<file path="src/rtl/sort_job_ctrl.sv">
// Job sequencer for the insertion-sort engine: loads one stream job, sorts it and drains the
// result largest-first. It is the only agent that drives the engine command pins.
module sort_job_ctrl #(
  parameter int unsigned MAX_N   = 254,
  parameter int unsigned CMD_CYC = 2,
  parameter int unsigned GUARD   = 2,
  parameter logic [15:0] PAD     = 16'hFFFF
) (
  input  logic        i_clk,
  input  logic        i_rstn,
  input  logic        i_enable,
  input  logic        i_s_valid,
  output logic        o_s_ready,
  input  logic [15:0] i_s_data,
  input  logic        i_s_last,
  output logic        o_m_valid,
  input  logic        i_m_ready,
  output logic [15:0] o_m_data,
  output logic        o_m_last,
  output logic        o_busy,
  output logic        o_overflow,
  output logic        o_done,
  output logic        o_e_push,
  output logic        o_e_pop,
  output logic        o_e_clear,
  output logic        o_e_sort,
  output logic [15:0] o_e_din,
  input  logic [15:0] i_e_dout,
  input  logic        i_e_idle,
  input  logic        i_e_empty,
  input  logic        i_e_full
);

  localparam int unsigned CNT_W = $clog2(MAX_N + 1);
  localparam int unsigned PH_W  = $clog2(CMD_CYC + GUARD + 1);
  localparam logic [PH_W-1:0]  PH_DROP = PH_W'(CMD_CYC - 1);
  localparam logic [PH_W-1:0]  PH_LAST = PH_W'(CMD_CYC + GUARD - 1);
  localparam logic [CNT_W-1:0] CNT_MAX = CNT_W'(MAX_N);

  typedef enum logic [3:0] {
    StIdle, StClr, StLoad, StPush, StDrop, StPadw, StSort, StDrain, StPop, StHold, StDone
  } state_t;

  state_t           r_state;
  logic [PH_W-1:0]  r_ph;
  logic [CNT_W-1:0] r_cnt;
  logic             r_word_last;
  logic             r_s_ready;
  logic             r_m_valid;
  logic [15:0]      r_m_data;
  logic             r_m_last;
  logic             r_busy;
  logic             r_overflow;
  logic             r_done;
  logic             r_e_push;
  logic             r_e_pop;
  logic             r_e_clear;
  logic             r_e_sort;
  logic [15:0]      r_e_din;

  logic w_in_cmd;
  logic w_cmd_done;
  logic w_accept;

  assign w_in_cmd   = r_state inside {StClr, StPush, StPadw, StSort, StPop};
  assign w_cmd_done = w_in_cmd && (r_ph == PH_LAST) && i_e_idle;
  assign w_accept   = i_s_valid && r_s_ready;

  always_ff @(posedge i_clk or negedge i_rstn) begin
    if (!i_rstn) begin
      r_state     <= StIdle;
      r_ph        <= '0;
      r_cnt       <= '0;
      r_word_last <= 1'b0;
      r_s_ready   <= 1'b0;
      r_m_valid   <= 1'b0;
      r_m_data    <= '0;
      r_m_last    <= 1'b0;
      r_busy      <= 1'b0;
      r_overflow  <= 1'b0;
      r_done      <= 1'b0;
      r_e_push    <= 1'b0;
      r_e_pop     <= 1'b0;
      r_e_clear   <= 1'b0;
      r_e_sort    <= 1'b0;
      r_e_din     <= '0;
    end else if (i_enable) begin
      r_done <= 1'b0;
      // Command phase: pin high for CMD_CYC cycles, low for GUARD, then poll idle.
      if (w_in_cmd) begin
        if (r_ph == PH_DROP) begin
          r_e_push  <= 1'b0;
          r_e_pop   <= 1'b0;
          r_e_clear <= 1'b0;
          r_e_sort  <= 1'b0;
        end
        if (r_ph != PH_LAST) r_ph <= r_ph + 1'b1;
      end
      unique case (r_state)
        StIdle: begin
          if (i_s_valid) begin
            r_state    <= StClr;
            r_busy     <= 1'b1;
            r_cnt      <= '0;
            r_overflow <= 1'b0;
            r_e_clear  <= 1'b1;
            r_ph       <= '0;
          end
        end
        StClr: begin
          if (w_cmd_done) begin
            r_state   <= StLoad;
            r_s_ready <= 1'b1;
          end
        end
        StLoad: begin
          if (w_accept) begin
            r_state     <= StPush;
            r_s_ready   <= 1'b0;
            r_e_din     <= i_s_data;
            r_word_last <= i_s_last;
            r_cnt       <= r_cnt + 1'b1;
            r_e_push    <= 1'b1;
            r_ph        <= '0;
          end
        end
        StPush: begin
          if (w_cmd_done) begin
            if (r_word_last) begin
              r_state  <= StPadw;
              r_e_din  <= PAD;
              r_e_push <= 1'b1;
              r_ph     <= '0;
            end else if (r_cnt == CNT_MAX || i_e_full) begin
              // Last word not seen yet, so more are coming: drop them through s_last.
              r_state    <= StDrop;
              r_overflow <= 1'b1;
              r_s_ready  <= 1'b1;
            end else begin
              r_state   <= StLoad;
              r_s_ready <= 1'b1;
            end
          end
        end
        StDrop: begin
          if (w_accept && i_s_last) begin
            r_state   <= StPadw;
            r_s_ready <= 1'b0;
            r_e_din   <= PAD;
            r_e_push  <= 1'b1;
            r_ph      <= '0;
          end
        end
        StPadw: begin
          if (w_cmd_done) begin
            r_state  <= StSort;
            r_e_sort <= 1'b1;
            r_ph     <= '0;
          end
        end
        StSort: begin
          if (w_cmd_done) r_state <= StDrain;
        end
        StDrain: begin
          if (i_e_empty) begin
            r_state <= StDone;
            r_done  <= 1'b1;
          end else begin
            r_state <= StPop;
            r_e_pop <= 1'b1;
            r_ph    <= '0;
          end
        end
        StPop: begin
          if (w_cmd_done) begin
            r_state   <= StHold;
            r_m_data  <= i_e_dout;
            r_m_last  <= i_e_empty;
            r_m_valid <= 1'b1;
          end
        end
        StHold: begin
          if (i_m_ready) begin
            r_m_valid <= 1'b0;
            r_m_last  <= 1'b0;
            if (r_m_last) begin
              r_state <= StDone;
              r_done  <= 1'b1;
            end else begin
              r_state <= StDrain;
            end
          end
        end
        StDone: begin
          r_state <= StIdle;
          r_busy  <= 1'b0;
        end
        default: r_state <= StIdle;
      endcase
    end
  end

  assign o_s_ready  = r_s_ready;
  assign o_m_valid  = r_m_valid;
  assign o_m_data   = r_m_data;
  assign o_m_last   = r_m_last;
  assign o_busy     = r_busy;
  assign o_overflow = r_overflow;
  assign o_done     = r_done;
  assign o_e_push   = r_e_push;
  assign o_e_pop    = r_e_pop;
  assign o_e_clear  = r_e_clear;
  assign o_e_sort   = r_e_sort;
  assign o_e_din    = r_e_din;

endmodule
</file>
<file path="config.mk">
export PLATFORM = sky130hd
export DESIGN_NAME = sort_job_ctrl
export DESIGN_NICKNAME = d
export VERILOG_FILES = /design/src/rtl/sort_job_ctrl.sv
export SDC_FILE = /design/constraint.sdc
export NUM_CORES = 1
export LEC_CHECK = 0
export ABC_AREA = 1
export BUFFER_PORTS_ARGS = -buffer_cell sky130_fd_sc_hd__buf_2
export CAP_MARGIN = 20
export CORE_AREA = 3 3 103 105
export DETAILED_ROUTE_END_ITERATION = 7
export DIE_AREA = 0 0 106 108
export PLACE_DENSITY = 0.57
export SETUP_SLACK_MARGIN = 0.2
export SLEW_MARGIN = 20
export SYNTH_ARGS = -nofsm -noshare
export SYNTH_HDL_FRONTEND = slang
export SYNTH_SLANG_ARGS = --single-unit
</file>
<file path="constraint.sdc">
create_clock -name i_clk -period 2.24 [get_ports i_clk]
set_input_delay 0.112 -clock i_clk [delete_from_list [all_inputs] [get_ports i_clk]]
set_output_delay 0.112 -clock i_clk [all_outputs]
set_load 0.05 [all_outputs]
</file>
==> metrics.yaml, run 1 <==
status: "finished, final reports clean"
die_w_um: 106
synthCells: 364
final_cell_mix: "nand2_1 (96), buf_2 (82), dfrtp_1 (58), nor2_1 (39), inv_1 (38)"
critPathArrivalTime_ns: 2.08
power_density_nw_per_um2: 1340
hold_ws_ns: 0.0254
ys.flop_type: "dfrtp_1"
rsz0062_at_grt: "false"
dp_hpwl_um: 5490
die_area_um2: 11400
final_common_cell: "nand2_1"
swShare: 0.499
p_comb_frac: 0.523
hold_violations: 0
portBuffers: 82
synth.largest_area_cell: "dfrtp_1"
clock-root-buffer: "clkbuf_8"
grt.total_usage: 0.132
grt_max_degree: 35
r2r_end: "o_e_din[10]"
ant_nets: 0
cts_tree: "done"
postSynth.asyncResetShare: 1.00
ys_seq_area_frac: 0.494
cts.sinks: 58
critPathLaunchType: "register"
synthToLayoutAreaGrowth_pct: 25.9
grt_first_pass_wirelength_um: 12200
fin_nets: 501
hold_path_class: "in2reg"
syn_area_per_cell_um2: 8.07
drt-initial-drc-count: 177
drcViolationCount: 0
setup_viol: 0
crit_fanout: 33
antenna_found_initial: 0
io_pins: 83
critPathRequiredTime_ns: 2.50
r2r_slack_ns: 0.42
fp.dieH_um: 108
finalMaxSlewViolations: 0
grt_pass1_vias: 2537
max_clock_freq_ghz: 0.549
cp-end-kind: "register"
pwr-share-clk: 0.169
vdd_drop_max_mv: 0.409
clk_pin_slew_ns: 0.07
first_pass_iters: 4
fin_setup_tns_ns: 0
period_share: 0.814
drive_gt1_frac: 0.284
reg2reg_depth: 10
fin_worst_skew_ns: 0.0117
start_util: 0.302
cts-htree-levels: 3
p_switching_mw: 2.47
hold-path-endpoint: "o_m_data[2]"
cts_buffer_depth: 2
syn_area_um2: 2940
finalCriticalPeriod_ns: 1.82
clk_latency_ns: 0.34
synth_top_area_frac: 0.494
grt_overflow_total: 0
tightest_slew_ns: 0.626
gp_congestion: 0.910
p_seq_frac: 0.308
synth-edff-count: 0
coreArea_um2: 9730
numCtsBuffers: 9
synth_top_cells_by_area: "dfrtp_1 (49%), nand2_1 (12%), nor2_1 (5.0%)"
wl_per_cell_um: 12.2
cts_resized: 0
post_cts_buffers: 0
via_count: 2604
critPathKind: "reg2reg"
min_from: "i_e_dout[2]"
p_leak_nw: 1.99
r2r-start: "r_state[0]"
slew_headroom: 0.583
cell_internal_pwr_mw: 2.49
yosys_warnings: 0
viasPerCell: 4.38
routed_wl_um: 7250
cts.hold.buffers_added: 1
core.rowCount: 36
diodes: 0
ys_ff_latch: 58
cap_violations: 0
holdPathStages: 3
mappedNetlistNets: 409
synth_cell_types: 31
## cell type report
type	count	area [um^2]
fillers	1057	6030
well taps	133	166
flip-flops and latches	58	1450
clock buffers	14	153
inverters	43	161
repair buffers	90	485
clock inverters	2	12.5
multi-input cells	254	1270
## worst max-delay path, cell delays in order (launching register included)
cell	delay [ns]
dfrtp_1	0.45
inv_2	0.14
nand2_2	0.10
nor2_2	0.21
nand2_1	0.09
o21ai_1	0.19
a31oi_1	0.09
nand2_2	0.11
buf_12	0.19
nand2_1	0.09
o21ai_2	0.06
## kinds of logic after synthesis
family | count (synthesis) | synth area share
adders and majority gates | 4 | 0.0170
xor gates and xnor gates | 7 | 0.0209
AOI/OAI and AO/OA | 68 | 0.137
DFF | 58 | 0.494
and+or+nand+nor | 175 | 0.257
buffers and inverters | 52 | 0.0741
## routing by layer
metal | vias up | global-route usage | wire length (um)
met5 | - | 0 | 0
met4 | 0 | 0.0305 | 31
met3 | 6 | 0.0418 | 500
met2 | 77 | 0.197 | 3150
met1 | 1172 | 0.186 | 3560
li1 | 1349 | - | -
## state kept, by name (all words and copies together) (netlist names), 3 cells and up
register and cells:
o_e_din 16, o_m_data 16, r_cnt 8, r_ph 3, r_state 4
## through the flow
stage          area [um^2]  instances   util  setup slack (ns)  power [mW]
2_1_floorplan         2940        364      -             0.601        3.51
3_3_place_gp          3520        577  0.362             0.492        4.11
3_5_place_dp          3520        577  0.362             0.457        4.15
4_1_cts               3700        594  0.380             0.427        5.01
5_1_grt               3700        594  0.380             0.207        5.38
6_report              3700        594  0.380             0.417        4.96
## power groups by stage
stage | Sequential (mW) | Clock, mW | Combinational [mW]
6_report | 1.52 | 0.838 | 2.59
3_5_place_dp | 1.54 | 0 | 2.61
2_1_floorplan | 2.24 | 0 | 1.27
4_1_cts | 1.53 | 0.871 | 2.62
3_3_place_gp | 1.53 | 0 | 2.58
5_1_grt | 1.57 | 0.931 | 2.88
## worst max path at each step
stage                from          end  cells after the start
4_1_cts        r_state[0]   o_e_din[0]                     10
5_1_grt        r_state[0]  o_e_din[14]                     10
3_3_place_gp   r_state[0]   o_e_din[6]                     10
2_1_floorplan   o_s_ready  o_e_din[10]                      8
6_report       r_state[0]  o_e_din[10]                     10
3_5_place_dp   r_state[0]   o_e_din[0]                     10
## Yosys cell counts (all sizes together), types with 4 or more instances
cell / n
o31ai: 7
buf: 6
nand3: 16
nor2: 46
inv: 43
o21bai: 4
o21ai: 48
ha: 4
xor2: 5
nand2: 104
a21oi: 5
dfrtp: 58
nand4: 4
Power figures use the tool's default switching activity.
==> run 2, diff against run 1 <==
==> constraint.sdc (replaced) <==
create_clock -name i_clk -period 1.7 [get_ports i_clk]
set_input_delay 0.085 -clock i_clk [delete_from_list [all_inputs] [get_ports i_clk]]
set_output_delay 0.085 -clock i_clk [all_outputs]
set_load 0.05 [all_outputs]
==> metrics.yaml, run 2 (synthesis results as in run 1) <==
grt_overflow_total: 0  # unchanged
clk_pin_slew_ns: 0.07  # about the same
via_count: 2924  # was 2604
cap_violations: 0  # unchanged
slew_headroom: 0.634  # was 0.583
p_comb_frac: 0.600  # was 0.523
start_util: 0.302  # unchanged
viasPerCell: 4.54  # was 4.38
fin_worst_skew_ns: 0.00960  # was 0.0117 ns
die_w_um: 106  # unchanged
preCtsSetupSlack_ns: -0.00397  # was 0.457 ns
setup_viol: 0  # unchanged
rsz0062_at_grt: "true"  # was false
wl_per_cell_um: 12.7  # was 12.2 um
cts_buffer_depth: 2  # unchanged
first_pass_iters: 4  # unchanged
setup_ws_ns: 0.0203  # was 0.417 ns
fp.dieH_um: 108  # unchanged
crit_fanout: 16  # was 33
multi_input_area_um2: 1550  # was 1270 um^2
routed_wl_um: 8150  # was 7250 um
grt_first_pass_wirelength_um: 12900  # was 12200 um
drt-initial-drc-count: 113  # was 177
critPathRequiredTime_ns: 1.94  # was 2.50 ns
cp-end-kind: "register"  # unchanged
antenna_found_initial: 0  # unchanged
die_area_um2: 11400  # unchanged
p_switching_mw: 3.88  # was 2.47 mW
clock-root-buffer: "clkbuf_8"  # unchanged
swShare: 0.492  # was 0.499
final_cell_mix: "nand2_1 (84), buf_2 (82), dfrtp_1 (54), inv_1 (37), nor2_1 (29)"  # was nand2_1 (96), buf_2 (82), dfrtp_1 (58), nor2_1 (39), inv_1 (38)
vdd_drop_max_mv: 0.669  # was 0.409 mV
grt.total_usage: 0.141  # was 0.132
fin_nets: 551  # was 501
critPathArrivalTime_ns: 1.92  # was 2.08 ns
p_leak_nw: 2.32  # was 1.99 nW
fillers: 969  # was 1057
ant_nets: 0  # unchanged
cts-htree-levels: 3  # unchanged
p_seq_frac: 0.258  # was 0.308
tightest_slew_ns: 0.548  # was 0.626 ns
dp_hpwl_um: 5450  # was 5490 um
hold_path_class: "in2reg"  # unchanged
cts_tree: "done"  # unchanged
p_total_mw: 7.90  # was 4.96 mW
numCtsBuffers: 9  # unchanged
status: "finished, final reports clean"  # unchanged
hold_violations: 0  # unchanged
cell_internal_pwr_mw: 4.01  # was 2.49 mW
fin_util: 0.462  # was 0.380
drive_gt1_frac: 0.397  # was 0.284
synthToLayoutAreaGrowth_pct: 52.9  # was 25.9%
coreArea_um2: 9730  # unchanged
gp_congestion: 0.879  # was 0.910
period_share: 0.988  # was 0.814
critPathKind: "reg2reg"  # unchanged
max_clock_freq_ghz: 0.595  # was 0.549 GHz
seqCellArea_um2: 1460  # was 1450 um^2
cts.sinks: 58  # unchanged
clk_latency_ns: 0.34  # about the same
finalCriticalPeriod_ns: 1.68  # was 1.82 ns
diodes: 0  # unchanged
critPathLaunchType: "register"  # unchanged
core.rowCount: 36  # unchanged
finalMaxSlewViolations: 0  # unchanged
power_density_nw_per_um2: 1760  # was 1340 nW/um^2
io_pins: 83  # unchanged
final_common_cell: "nand2_1"  # unchanged
drcViolationCount: 0  # unchanged
portBuffers: 82  # unchanged
pwr-share-clk: 0.142  # was 0.169
grt_pass1_vias: 2747  # was 2537
fin_setup_tns_ns: 0  # unchanged
grt_max_degree: 38  # was 35
==> run 2: cell count changes in the layout (fill, tap and decap cells not counted), sizes merged <==
cell	previous run	this run
clkinvlp	1	2
dlygate4sd3	1	22
clkinv	1	3
clkbuf	14	12
buf	89	117
==> run 2: final timing paths <==
kind                                     to  slack, ns  depth (start not counted)        start
worst max-delay path             o_e_din[8]       0.02                         11   r_state[2]
worst min-delay path            o_m_data[4]    0.00003                          3  i_e_dout[4]
worst max register to register   o_e_din[8]       0.02                         11   r_state[2]
worst min register to register    o_m_valid       0.48                          2    o_m_valid
max in group asynchronous       o_m_data[6]       0.85                          3       i_rstn
min in group asynchronous          r_cnt[3]       0.27                          2       i_rstn
==> run 2: stage by stage <==
stage | cell area (um^2) | hold WS [ns] | std cells
after floorplan | 2960 | -0.211 | 364
after global placement | 3630 | 0.0917 | 588
after detailed placement | 3630 | 0.104 | 588
after CTS | 4230 | 0.00257 | 637
after global routing | 4490 | 0.00326 | 644
final | 4490 | 0.0000253 | 644
==> run 2: routing by layer <==
layer	wire (um)	track usage
met1	3720	0.183
met2	3850	0.223
met3	436	0.0460
met4	140	0.0435
met5	0	0
==> run 2: power groups by stage <==
stage	combinational (mW)	sequential, mW	clock [mW]
6_report	4.74	2.04	1.12
5_1_grt	5.13	2.10	1.22
4_1_cts	4.08	2.02	1.15
3_5_place_dp	3.59	2.04	0
3_3_place_gp	3.55	2.03	0
2_1_floorplan	1.70	2.95	0
==> run 2: critical path, stage by stage, from the launching register on <==
cell and delay, ns:
dfrtp_2 0.44, inv_4 0.12, nand2_4 0.11, nor2_4 0.13
nor2_4 0.06, nand2_4 0.08, nand2_4 0.08, a21oi_4 0.16
nand2_4 0.09, clkbuf_16 0.19, nand2_1 0.08, o21ai_2 0.05
==> run 2: area by class of cell <==
cell class	count	share of cell area
clock buffers	11	0.0315
clock inverters	5	0.00669
inverters	43	0.0382
multi-input cells	254	0.345
flip-flops and latches	58	0.324
well taps	133	0.0370
repair buffers	140	0.218
==> run 2: what timing repair did <==
action | CTS | global route
buffers inserted | 11 | 5
setup endpoints to repair | 57 | 57
cloned | 0 | 2
pin swaps | 3 | 6
endpoints found under the hold margin | 42 | 0
hold buffers | 22 | 0
gates resized for setup | 33 | 57
